<file path="src/rtl/blackjack_pkg.sv">
// ---------------------------------------------------------------------------
// blackjack_pkg
// Shared constants, the shuffler state encoding and the partner-index fold
// helper for the BlackJack core.
// No ports (package).
// ---------------------------------------------------------------------------
package blackjack_pkg;

   localparam int AW        = 6;   // address width and card-code width
   localparam int DECK_SIZE = 52;  // number of cards

   localparam logic [AW-1:0] LAST_IDX = AW'(DECK_SIZE - 1);
   localparam logic [AW-1:0] J_CLAMP  = 6'd52;

   typedef enum logic [3:0] {
      S_IDLE = 4'd0,
      S_INIT = 4'd1,
      S_RD_I = 4'd2,
      S_RD_J = 4'd3,
      S_LAT  = 4'd4,
      S_WR_I = 4'd5,
      S_WR_J = 4'd6,
      S_NEXT = 4'd7,
      S_DONE = 4'd8
   } state_e;

   // Nxt_Addr can return 52..63; fold those back into the deck (63 -> 11).
   function automatic logic [AW-1:0] clamp_j(input logic [AW-1:0] j);
      return (j > LAST_IDX) ? j - J_CLAMP : j;
   endfunction

endpackage

</file>
<file path="src/rtl/deck_shuffler.sv">
// ---------------------------------------------------------------------------
// deck_shuffler
// Runs one Fisher-Yates style shuffle pass over an external 64x6
// synchronous-read deck RAM. For every index i = 0..51 it presents i to
// Nxt_Addr, takes the partner index j back, reads card[i] and card[j], then
// writes them back swapped. Six cycles per index.
//
// Build option: define DECK_INIT_EN to have each pass first rewrite the deck
// as the ordered sequence 0..51 (52 extra cycles); without it a pass permutes
// whatever the RAM already holds.
//
// Ports:
//   clk_2K       in   system clock
//   i_Reset      in   asynchronous reset, active-high
//   i_Start      in   start one pass (only honoured in IDLE)
//   o_Addr_i     out  current index i, to Nxt_Addr
//   i_Addr_j     in   partner index from Nxt_Addr
//   o_RamAddr    out  deck RAM address
//   o_RamWrData  out  deck RAM write data
//   o_RamWe      out  deck RAM write enable
//   i_RamRdData  in   deck RAM read data, one cycle after o_RamAddr
//   o_Busy       out  high whenever not IDLE
//   o_Done       out  one-cycle pulse at the end of a pass
// ---------------------------------------------------------------------------
module deck_shuffler
   import blackjack_pkg::*;
(
   input  logic          clk_2K,
   input  logic          i_Reset,
   input  logic          i_Start,
   output logic [AW-1:0] o_Addr_i,
   input  logic [AW-1:0] i_Addr_j,
   output logic [AW-1:0] o_RamAddr,
   output logic [AW-1:0] o_RamWrData,
   output logic          o_RamWe,
   input  logic [AW-1:0] i_RamRdData,
   output logic          o_Busy,
   output logic          o_Done
);

   state_e        state_q, state_d;
   logic [AW-1:0] idx_q,   idx_d;    // also the card counter k during INIT
   logic [AW-1:0] r_j_q,   r_j_d;
   logic [AW-1:0] r_ci_q,  r_ci_d;
   logic [AW-1:0] r_cj_q,  r_cj_d;

   // NOTE: state uses non-blocking assignments so every flop samples the
   // pre-edge values, regardless of statement order.
   always_ff @(posedge clk_2K or posedge i_Reset) begin
      if (i_Reset) begin
         state_q <= S_IDLE;
         idx_q   <= '0;
         r_j_q   <= '0;
         r_ci_q  <= '0;
         r_cj_q  <= '0;
      end else begin
         state_q <= state_d;
         idx_q   <= idx_d;
         r_j_q   <= r_j_d;
         r_ci_q  <= r_ci_d;
         r_cj_q  <= r_cj_d;
      end
   end

   always_comb begin
      // NOTE: every signal gets a default before the case so no path through
      // it leaves a value unassigned, which would infer a latch.
      state_d     = state_q;
      idx_d       = idx_q;
      r_j_d       = r_j_q;
      r_ci_d      = r_ci_q;
      r_cj_d      = r_cj_q;
      o_RamAddr   = '0;
      o_RamWrData = '0;
      o_RamWe     = 1'b0;

      case (state_q)
         S_IDLE: begin
            if (i_Start) begin
               idx_d = '0;
`ifdef DECK_INIT_EN
               state_d = S_INIT;
`else
               state_d = S_RD_I;
`endif
            end
         end
`ifdef DECK_INIT_EN
         S_INIT: begin
            o_RamAddr   = idx_q;
            o_RamWrData = idx_q;
            o_RamWe     = 1'b1;
            if (idx_q == LAST_IDX) begin
               idx_d   = '0;
               state_d = S_RD_I;
            end else begin
               idx_d = idx_q + 6'd1;
            end
         end
`endif
         S_RD_I: begin
            o_RamAddr = idx_q;
            r_j_d     = clamp_j(i_Addr_j);
            state_d   = S_RD_J;
         end
         S_RD_J: begin
            o_RamAddr = r_j_q;
            r_ci_d    = i_RamRdData;   // card[i], addressed in RD_I
            state_d   = S_LAT;
         end
         S_LAT: begin
            r_cj_d  = i_RamRdData;     // card[j], addressed in RD_J
            state_d = S_WR_I;
         end
         S_WR_I: begin
            o_RamAddr   = idx_q;
            o_RamWrData = r_cj_q;
            o_RamWe     = 1'b1;
            state_d     = S_WR_J;
         end
         S_WR_J: begin
            o_RamAddr   = r_j_q;
            o_RamWrData = r_ci_q;
            o_RamWe     = 1'b1;
            state_d     = S_NEXT;
         end
         S_NEXT: begin
            if (idx_q == LAST_IDX) begin
               state_d = S_DONE;
            end else begin
               idx_d   = idx_q + 6'd1;
               state_d = S_RD_I;
            end
         end
         S_DONE:  state_d = S_IDLE;
         default: state_d = S_IDLE;
      endcase
   end

   assign o_Addr_i = idx_q;
   assign o_Busy   = (state_q != S_IDLE);
   assign o_Done   = (state_q == S_DONE);

endmodule

</file>
<file path="config.mk">
export PLATFORM = sky130hd
export DESIGN_NAME = deck_shuffler
export DESIGN_NICKNAME = d
export VERILOG_FILES = /design/src/rtl/blackjack_pkg.sv /design/src/rtl/deck_shuffler.sv
export SDC_FILE = /design/constraint.sdc
export NUM_CORES = 1
export LEC_CHECK = 0
export BUFFER_PORTS_ARGS = -buffer_cell sky130_fd_sc_hd__buf_4
export CELL_PAD_IN_SITES_DETAIL_PLACEMENT = 1
export CELL_PAD_IN_SITES_GLOBAL_PLACEMENT = 2
export CORE_UTILIZATION = 33
export CTS_CLUSTER_DIAMETER = 50
export DETAILED_ROUTE_END_ITERATION = 6
export PLACE_DENSITY_LB_ADDON = 0.1
export SKIP_LAST_GASP = 1
export SLEW_MARGIN = 15
export SYNTH_ARGS = -nofsm -noshare
export SYNTH_HDL_FRONTEND = slang
export SYNTH_SLANG_ARGS = --single-unit
</file>
<file path="constraint.sdc">
create_clock -name clk_2K -period 1.83 [get_ports clk_2K]
set_input_delay 0.183 -clock clk_2K [delete_from_list [all_inputs] [get_ports clk_2K]]
set_output_delay 0.183 -clock clk_2K [all_outputs]
set_load 0.03 [all_outputs]
</file>
==> results.yml, run 1 <==
critical_path:
  crit_path_top_delay_cell: "or4b_4"
  worstSetupEndpointType: "flop"
  start_kind: "flop"
  crit_buf_inv: 1
  arrival_ns: 1.94
  path_cells: "buf_4 > or4b_4 > a21oi_2 > o211ai_1"
  cpPeakStageDelay_ns: 0.55
  required_ns: 1.98
  critical_path_class: "flop to flop"
  cp_max_fo: 10
  cp_top_family: "simple AND/OR/NAND/NOR gates"
floorplanning:
  design.die.area_mm2: 0.00537
  rows: 25
  die_w_um: 73.3
  die_y_um: 73.3
  core_area_mm2: 0.00482
  start_util_pct: 34.8
  ios: 36
power:
  fin_total_pwr_mw: 4.33
  p_int_mw: 2.34
  p_per_area_mw_per_mm2: 1920
  pwr-share-seq_pct: 28.7
  pwr-share-comb_pct: 62.1
  power.switching_mw: 1.99
  clkPwrFrac_pct: 9.2
  netSwitchingFraction_pct: 45.9
  ir_worst_vdd_uv: 790
  total_leakage_power_nw: 0.977
final_layout:
  diodes: 0
  post-route-cell-area_mm2: 0.00225
  utilization_pct: 46.7
  fin_nets: 239
  syn_to_final_growth_pct: 34.2
  drive_gt1_share_pct: 42.5
place:
  gp_congestion: 0.739
  hpwl_um: 3280
  pre_cts_ws_ns: 0.0378
  portBuffers: 35
  dpl_cell_area_mm2: 0.00206
logic_synthesis:
  synth_edf_count: 0
  ys_types: 45
  ys_seq_elements: 28
  synth_warnings: 0
  synth_top_flop_cell: "dfrtp_1"
  synth_area_mm2: 0.00168
  netlist_instances: 168
  seq_area_frac_synth_pct: 41.8
  syn_avg_cell_area_um2: 9.99
  async_flop_share_pct: 100
  syn_nets: 185
cts:
  numCtsBuffers: 3
  cts_tree: "built"
  cts-root-buf: "clkbuf_8"
  clock_sinks: 28
  clk_pin_slew_ns: 0.10
  cts_buffer_depth: 2
  htreeDepth: 1
  clk_latency_ns: 0.28
run_status:
  status: "complete, no violations"
timing:
  fin_worst_skew_ns: 0.00579
  tns_ns: 0
  post-route-period-util_pct: 97.6
  worstMarginPinSlew_ns: 0.388
  hold_viol_final: 0
  setup_ws_ns: 0.0434
  rsz0062_at_grt: "true"
  slew_viol_final: 0
  max_freq_ghz: 0.560
  slew_headroom_pct: 73.8
  fin_crit_ns: 1.79
  finalSetupViolations: 0
drt:
  wl_per_cell_um: 16.0
  drc: 0
  firstDrtPassIters: 4
  routed_wl_um: 4610
  viasPerCell: 5.20
  drtAntennaViolNets: 0
  drt_iter0_markers: 50
  num_vias: 1499
global_routing:
  grt_pass1_vias: 1481
  antenna_found_initial: 0
  grt_usage_pct: 17.7
  grt_pass1_wl_um: 7290
  overflow: 0
  grt_max_degree: 29
flow_run:
  drv_cap: 0
min_path:
  worstHoldPathType: "input pin to flop"
## through the flow
step | hold WS, ns | instances
floorplan | 0.248 | 168
global placement | 0.285 | 272
detailed placement | 0.292 | 272
CTS | 0.130 | 282
global route | 0.131 | 288
finish | 0.139 | 288
## final cells by class
| cell class | count | area, um2 |
|---|---|---|
| clock buffer | 4 | 55.1 |
| fill | 565 | 2570 |
| inverter | 13 | 48.8 |
| multi-input combinational | 116 | 901 |
| sequential | 28 | 706 |
| tap | 67 | 83.8 |
| timing repair buffer | 60 | 457 |
## sequential cells by signal, summed over array words and instances (netlist names)
name,count
r_ci_q,6
r_j_q,6
o_Addr_i,6
state_q,4
r_cj_q,6
## synth_stat cells (all sizes together) (2+ instances only)
library cell | number | area [um2]
nand2 | 7 | 26.3
nor2b | 2 | 12.5
a22oi | 9 | 67.6
o211ai | 7 | 52.6
o21ai | 4 | 20.0
nand3 | 10 | 50.1
nor2 | 13 | 48.8
a21oi | 8 | 43.8
dfrtp | 28 | 701
mux2 | 15 | 169
nor3 | 3 | 15.0
inv | 13 | 48.8
nor4b | 2 | 32.5
and2 | 3 | 18.8
nor4bb | 2 | 20.0
ha | 2 | 25.0
xnor2 | 2 | 17.5
nand4 | 2 | 12.5
buf | 8 | 56.3
and3b | 3 | 26.3
clkbuf | 3 | 11.3
a32oi | 2 | 17.5
a31oi | 2 | 12.5
## power groups by stage
stage,Sequential [mW],Combinational (mW),Clock (mW)
floorplan,1.26,1.61,0
global placement,1.23,2.34,0
detailed placement,1.26,2.41,0
CTS,1.25,2.53,0.412
global route,1.30,2.89,0.437
finish,1.24,2.69,0.397
## per-layer routing
layer	global-route usage (%)	vias up	part of all wire [%]	routed length (um)
met1	24.4	751	48	2200
li1	-	718	-	-
met2	28.8	26	49	2270
met4	5.77	0	0.67	31
met3	2.33	4	2.2	102
met5	0	-	0	0
## cells by family after synthesis
| family | after synthesis | share of synthesized area (%) |
|---|---|---|
| AOI/OAI and AO/OA | 39 | 16.6 |
| muxes | 15 | 10.1 |
| DFF | 28 | 41.8 |
| adders and majority gates | 2 | 1.49 |
| xor gates and xnor gates | 3 | 1.57 |
| and+or+nand+nor | 57 | 21.6 |
| buffers and inverters | 24 | 6.94 |
## worst paths after layout
check	startpoint	end	slack [ns]	cells after the start
setup / recovery	state_q[0]	o_Addr_i[0]	0.04	4
min in group asynchronous	i_Reset	r_ci_q[3]	0.52	4
max in group asynchronous	i_Reset	state_q[0]	1.01	4
setup reg to reg	state_q[0]	o_Addr_i[0]	0.04	4
hold / removal	i_RamRdData[0]	r_ci_q[0]	0.14	2
hold reg to reg	r_ci_q[5]	r_ci_q[5]	0.53	1
## cells in the final DEF (no fill, tap or decap), types with 2 or more instances in the layout
| master | count |
|---|---|
| nand4_1 | 2 |
| and3b_1 | 2 |
| nor2_1 | 12 |
| inv_1 | 13 |
| and2_1 | 3 |
| nand3_1 | 10 |
| clkbuf_8 | 4 |
| dfrtp_1 | 24 |
| nand2_1 | 7 |
| mux2_2 | 14 |
| a31oi_1 | 2 |
| xnor2_1 | 2 |
| nor4bb_1 | 2 |
| a22oi_1 | 9 |
| dfrtp_2 | 4 |
| a21oi_1 | 7 |
| nor3_1 | 3 |
| ha_1 | 2 |
| buf_4 | 58 |
| o21ai_0 | 3 |
| a32oi_1 | 2 |
| o211ai_1 | 7 |
## repair_timing
action                     4_1_cts  5_1_grt
hold endpoints to repair        28        0
gates resized for setup          7        6
setup buffers                    5        6
pin swaps                        0        1
setup endpoints to repair       13       12
hold buffers                     1        0
(Power assumes the default switching activity.)
==> run 2, diff against run 1 <==
--- a/config.mk
+++ b/config.mk
@@ -5,10 +5,11 @@
 export SDC_FILE = /design/constraint.sdc
 export NUM_CORES = 1
 export LEC_CHECK = 0
+export ABC_AREA = 1
 export BUFFER_PORTS_ARGS = -buffer_cell sky130_fd_sc_hd__buf_4
 export CELL_PAD_IN_SITES_DETAIL_PLACEMENT = 1
 export CELL_PAD_IN_SITES_GLOBAL_PLACEMENT = 2
-export CORE_UTILIZATION = 33
+export CORE_UTILIZATION = 30
 export CTS_CLUSTER_DIAMETER = 50
 export DETAILED_ROUTE_END_ITERATION = 6
 export PLACE_DENSITY_LB_ADDON = 0.1
==> results.yml, run 2 <==
run_status:
  status: "complete, no violations"
final_layout:
  utilization_pct: 42.8
  diodes: 0
  layout_commonest_cell: "nand2_1"
  mostFrequentLayoutCells: "46 x nand2_1, 43 x buf_4, 27 x inv_1, 25 x dfrtp_1, 21 x o21ai_0"
  fin_nets: 260
  post-route-cell-area_mm2: 0.00208
  drive_gt1_share_pct: 31.8
  syn_to_final_growth_pct: 34.3
  instances_no_fill: 309
  fill_cells: 605
place:
  pre_cts_ws_ns: 0.0820
  portBuffers: 35
  dpl_cell_area_mm2: 0.00189
  hpwl_um: 3350
  gp_congestion: 0.780
  place_inst: 296
floorplanning:
  die_y_um: 73.8
  rows: 25
  ios: 36
  start_util_pct: 31.9
  die_w_um: 73.8
  design.die.area_mm2: 0.00544
  core_area_mm2: 0.00485
logic_synthesis:
  synthTopCellsByCount: "48 x nand2_1, 28 x dfrtp_1, 28 x inv_1, 27 x o21ai_0, 18 x nor2_1"
  async_flop_share_pct: 100
  seq_area_frac_synth_pct: 45.3
  yosysMostFrequentCell: "nand2_1"
  synthMuxAreaShare_pct: 1.70
  ys_types: 29
  synthXorXnorAreaFrac_pct: 1.13
  syn_nets: 211
  syn_avg_cell_area_um2: 7.97
  synth-adder-area-share_pct: 1.62
  synth_top_flop_cell: "dfrtp_1"
  synth-compound-area-share_pct: 13.0
  synth_area_leaders: "dfrtp_1 45%, nand2_1 12%, o21ai_0 8.7%"
  synth.largest_area_cell: "dfrtp_1"
  ys_seq_elements: 28
  synth_top_family_by_area: "simple AND/OR/NAND/NOR gates"
  synth_warnings: 0
  synth_edf_count: 0
  synth_top_area_share_pct: 45.3
  synth-simple-area-share_pct: 27.9
  netlist_instances: 194
  synth_area_mm2: 0.00155
drt:
  drtAntennaViolNets: 0
  routed_wl_um: 4560
  drt_iter0_markers: 110
  viasPerCell: 4.73
  wl_per_cell_um: 14.7
  drc: 0
  num_vias: 1463
  firstDrtPassIters: 5
timing:
  tns_ns: 0
  slew_viol_final: 0
  fin_crit_ns: 1.82
  worstMarginPinSlew_ns: 0.392
  rsz0062_at_grt: "true"
  post-route-period-util_pct: 99.4
  setup_ws_ns: 0.0108
  finalSetupViolations: 0
  slew_headroom_pct: 73.9
  whs_ns: 0.119
  max_freq_ghz: 0.550
  hold_viol_final: 0
  fin_worst_skew_ns: 0.00471
power:
  fin_total_pwr_mw: 1.17
  ir_worst_vdd_uv: 318
  p_per_area_mw_per_mm2: 564
  total_leakage_power_nw: 1.05
cts:
  cts_buffer_depth: 2
  clock_sinks: 28
  cts_tree: "built"
  numCtsBuffers: 3
  htreeDepth: 1
  cts-root-buf: "clkbuf_8"
  clk_latency_ns: 0.28
  clk_pin_slew_ns: 0.10
critical_path:
  r2r_start: "state_q[1]"
  rr_worst_depth: 9
  cp_max_fo: 8
  rr_endpoint: "o_Addr_i[1]"
  start_kind: "flop"
  arrival_ns: 1.64
  critical_path_class: "flop to primary output"
  required_ns: 1.65
  worstSetupEndpointType: "primary output"
  r2r_slack_ns: 0.32
global_routing:
  grt_pass1_wl_um: 7710
  overflow: 0
  antenna_found_initial: 0
  grt_pass1_vias: 1587
  grt_usage_pct: 18.7
  grt_max_degree: 29
min_path:
  worstHoldPathType: "input pin to flop"
  holdPathEnd: "r_j_q[0]"
  holdPathStages: 3
  min_from: "i_Addr_j[0]"
flow_run:
  drv_cap: 0
[run 2: changes by cell type after synthesis, moves of 4 or more]
cell | previous run | this run
nand2_1 | 7 | 48
o21ai_0 | 4 | 27
inv_1 | 13 | 28
mux2_2 | 15 | 1
a22oi_1 | 9 | 0
a21oi_1 | 7 | 0
o211ai_1 | 7 | 0
nor2_1 | 13 | 18
buf_4 | 4 | 0
nor2_4 | 0 | 4
[run 2: what timing repair did]
action	CTS	global route
setup endpoints to repair	12	10
gates resized for setup	14	14
buffers inserted	3	5
hold buffers	1	0
cloned	0	0
endpoints found under the hold margin	28	0
pin swaps	2	6
[run 2: per-layer routing]
metal | share of wire [%] | routed length [um] | track usage, % | vias to the layer above
met4 | 0.88 | 40 | 4.49 | 0
met1 | 44 | 2020 | 23.2 | 716
li1 | - | - | - | 716
met5 | 0 | 0 | 0 | -
met2 | 51 | 2340 | 33.2 | 27
met3 | 3.4 | 156 | 3.70 | 4
[run 2: kinds of logic (layout without fill, tap and decap cells)]
logic type               Yosys count  after routing
XOR/XNOR                           2              2
multiplexers                       2              2
AO/OA/AOI/OAI                     35             35
flip-flops                        28             28
buffers and inverters             34             82
adder cells (fa/ha/maj)            2              2
AND/OR/NAND/NOR                   91             91
[run 2: power by group]
group / switching [mW] / leakage (nW) / total, mW / internal, mW
logic: 0.0721 / 0.694 / 0.129 / 0.0572
registers: 0.00918 / 0.329 / 0.650 / 0.640
clock network: 0.198 / 0.0288 / 0.391 / 0.193
[run 2: worst max path at each step]
stage | start | to | depth (start not counted)
final | state_q[2] | o_RamAddr[3] | 7
after global placement | state_q[3] | o_RamAddr[2] | 6
after global routing | state_q[2] | o_RamAddr[3] | 7
after floorplan | state_q[3] | o_RamAddr[2] | 5
after detailed placement | state_q[2] | o_RamAddr[5] | 7
after CTS | state_q[2] | o_RamAddr[5] | 7
[run 2: final cells by class]
type	instances	area (um2)	area share, %
clock buffers	4	55.1	2.65
inverters	31	128	6.15
multi-input cells	132	738	35.6
flip-flops and latches	28	704	33.9
well taps	67	83.8	4.04
repair buffers	47	367	17.7
[run 2: worst max-delay path, cell delays in order, from the launching register on]
cell and delay (ns):
dfrtp_1 0.41, buf_6 0.13, nor2_4 0.13, inv_4 0.07
nor2_8 0.17, nor2_4 0.07, o22ai_2 0.21, buf_6 0.16
==> run 3, diff against run 2 <==
--- a/config.mk
+++ b/config.mk
@@ -5,14 +5,16 @@
 export SDC_FILE = /design/constraint.sdc
 export NUM_CORES = 1
 export LEC_CHECK = 0
-export ABC_AREA = 1
+export ABC_AREA = 0
 export BUFFER_PORTS_ARGS = -buffer_cell sky130_fd_sc_hd__buf_4
 export CELL_PAD_IN_SITES_DETAIL_PLACEMENT = 1
 export CELL_PAD_IN_SITES_GLOBAL_PLACEMENT = 2
-export CORE_UTILIZATION = 30
+export CORE_MARGIN = 2
+export CORE_UTILIZATION = 33
 export CTS_CLUSTER_DIAMETER = 50
 export DETAILED_ROUTE_END_ITERATION = 6
 export PLACE_DENSITY_LB_ADDON = 0.1
+export REMOVE_ABC_BUFFERS = 1
 export SKIP_LAST_GASP = 1
 export SLEW_MARGIN = 15
 export SYNTH_ARGS = -nofsm -noshare
==> results.yml, run 3 (synthesized netlist as in run 1, its figures left out) <==
power:
  ir_worst_vdd_uv: 737
  fin_total_pwr_mw: 4.47
  total_leakage_power_nw: 0.988
  p_per_area_mw_per_mm2: 1970
critical_path:
  cp_max_fo: 6
  crit_buf_inv: 2
  path_cells: "buf_8 > buf_4 > nor4_4 > mux2_2"
  required_ns: 2.00
  critical_path_class: "flop to flop"
  worstSetupEndpointType: "flop"
  crit_path_top_delay_cell: "nor4_4"
  arrival_ns: 1.96
  cpPeakStageDelay_ns: 0.53
  start_kind: "flop"
  cp_top_family: "simple AND/OR/NAND/NOR gates"
final_layout:
  fin_nets: 240
  mostFrequentLayoutCells: "58 x buf_4, 25 x dfrtp_1, 15 x mux2_2, 13 x inv_1, 12 x nor2_1"
  diodes: 0
  drive_gt1_share_pct: 42.3
  syn_to_final_growth_pct: 35.1
  regArea_um2: 704
  multi_input_area_um2: 887
  layout_commonest_cell: "buf_4"
  fill_cells: 574
  instances_no_fill: 289
global_routing:
  grt_usage_pct: 17.7
  gr-usage-met2_pct: 31.4
  overflow: 0
  grt_pass1_wl_um: 7590
  gr-usage-met1_pct: 22.3
  grtUsageMet3_pct: 1.98
  grt_max_degree: 29
  grt_pass1_vias: 1609
  antenna_found_initial: 0
  grt_busiest_layer: "met2"
cts:
  cts-root-buf: "clkbuf_8"
  htreeDepth: 1
  numCtsBuffers: 3
  clk_pin_slew_ns: 0.10
  clock_sinks: 28
  cts_tree: "built"
  clk_latency_ns: 0.28
  cts_buffer_depth: 2
timing:
  finalSetupViolations: 0
  post-route-period-util_pct: 97.7
  slew_viol_final: 0
  hold_viol_final: 0
  max_freq_ghz: 0.559
  slew_headroom_pct: 63.7
  fin_worst_skew_ns: 0.00183
  rsz0062_at_grt: "true"
  worstMarginPinSlew_ns: 0.540
  fin_crit_ns: 1.79
  setup_ws_ns: 0.0414
floorplanning:
  ios: 36
  rows: 25
  start_util_pct: 34.8
  core_area_mm2: 0.00482
  die_y_um: 75.3
  design.die.area_mm2: 0.00567
  die_w_um: 75.3
drt:
  drt_iter0_markers: 70
  firstDrtPassIters: 4
  viasPerCell: 5.30
  wl_per_cell_um: 16.4
  drtAntennaViolNets: 0
  drc: 0
  num_vias: 1531
  routed_wl_um: 4730
min_path:
  worstHoldPathType: "input pin to flop"
place:
  gp_congestion: 0.781
  portBuffers: 35
  hpwl_um: 3450
  pre_cts_ws_ns: 0.0829
  place_inst: 275
run_status:
  status: "complete, no violations"
flow_run:
  drv_cap: 0
run 3: cell types whose count changed in the layout (fill, tap and decap cells not counted), sizes merged, moves of 7 or more:
cell,delta
a22oi,+9
o211ai,+7
o21ai,-23
a21oi,+8
nand2,-44
inv,-16
buf,+14
nor2,-10
mux2,+13
run 3: what timing repair did:
action	in CTS	in global routing
hold buffers	1	0
pin swaps	1	2
setup endpoints to repair	13	13
setup buffers	3	6
hold endpoints to repair	28	0
resized for setup	7	6
run 3: per-layer routing:
metal	wire [um]	vias to the layer above
li1	-	726
met4	83	0
met3	89	6
met5	0	-
met2	2470	21
met1	2090	778
run 3: cell type report:
type | count | share of cell area, %
Tap cell | 67 | 3.70
Timing Repair Buffer | 61 | 20.8
Multi-Input combinational cell | 116 | 39.1
Inverter | 13 | 2.15
Clock inverter | 1 | 1.32
Sequential cell | 28 | 31.1
Clock buffer | 3 | 1.82
run 3: worst register-to-register path: cells and delay by family (launching register included):
| family | cells | cell delay (ns) |
|---|---|---|
| flip-flops | 1 | 0.46 |
| AND/OR/NAND/NOR | 1 | 0.53 |
| buffers and inverters | 2 | 0.29 |
| multiplexers | 1 | 0.40 |
run 3: report_power, final:
group          internal, mW  leakage, nW  switching, mW
Combinational          1.27        0.615           1.54
Sequential            0.921        0.337          0.246
Clock                 0.293       0.0357          0.205
run 3: path summary, 6_finish.rpt:
kind / from / to / slack [ns] / cells after the start
setup / recovery: state_q[0] / r_cj_q[3] / 0.04 / 4
hold / removal: i_Addr_j[1] / r_j_q[1] / 0.13 / 2
setup reg to reg: state_q[0] / r_cj_q[3] / 0.04 / 4
hold reg to reg: r_j_q[1] / r_j_q[1] / 0.52 / 1
max in group asynchronous: i_Reset / state_q[2] / 1.01 / 4
min in group asynchronous: i_Reset / r_cj_q[0] / 0.53 / 4
run 3: metrics by stage:
stage	hold slack [ns]	TNS, ns	area [um2]	util [%]
after global routing	0.127	-0.0843	2270	47.1
after CTS	0.122	-0.00512	2200	45.6
after floorplan	0.248	-1.21	1610	-
after detailed placement	0.286	0	2080	43.1
after global placement	0.279	0	2080	43.1
final	0.128	0	2270	47.1
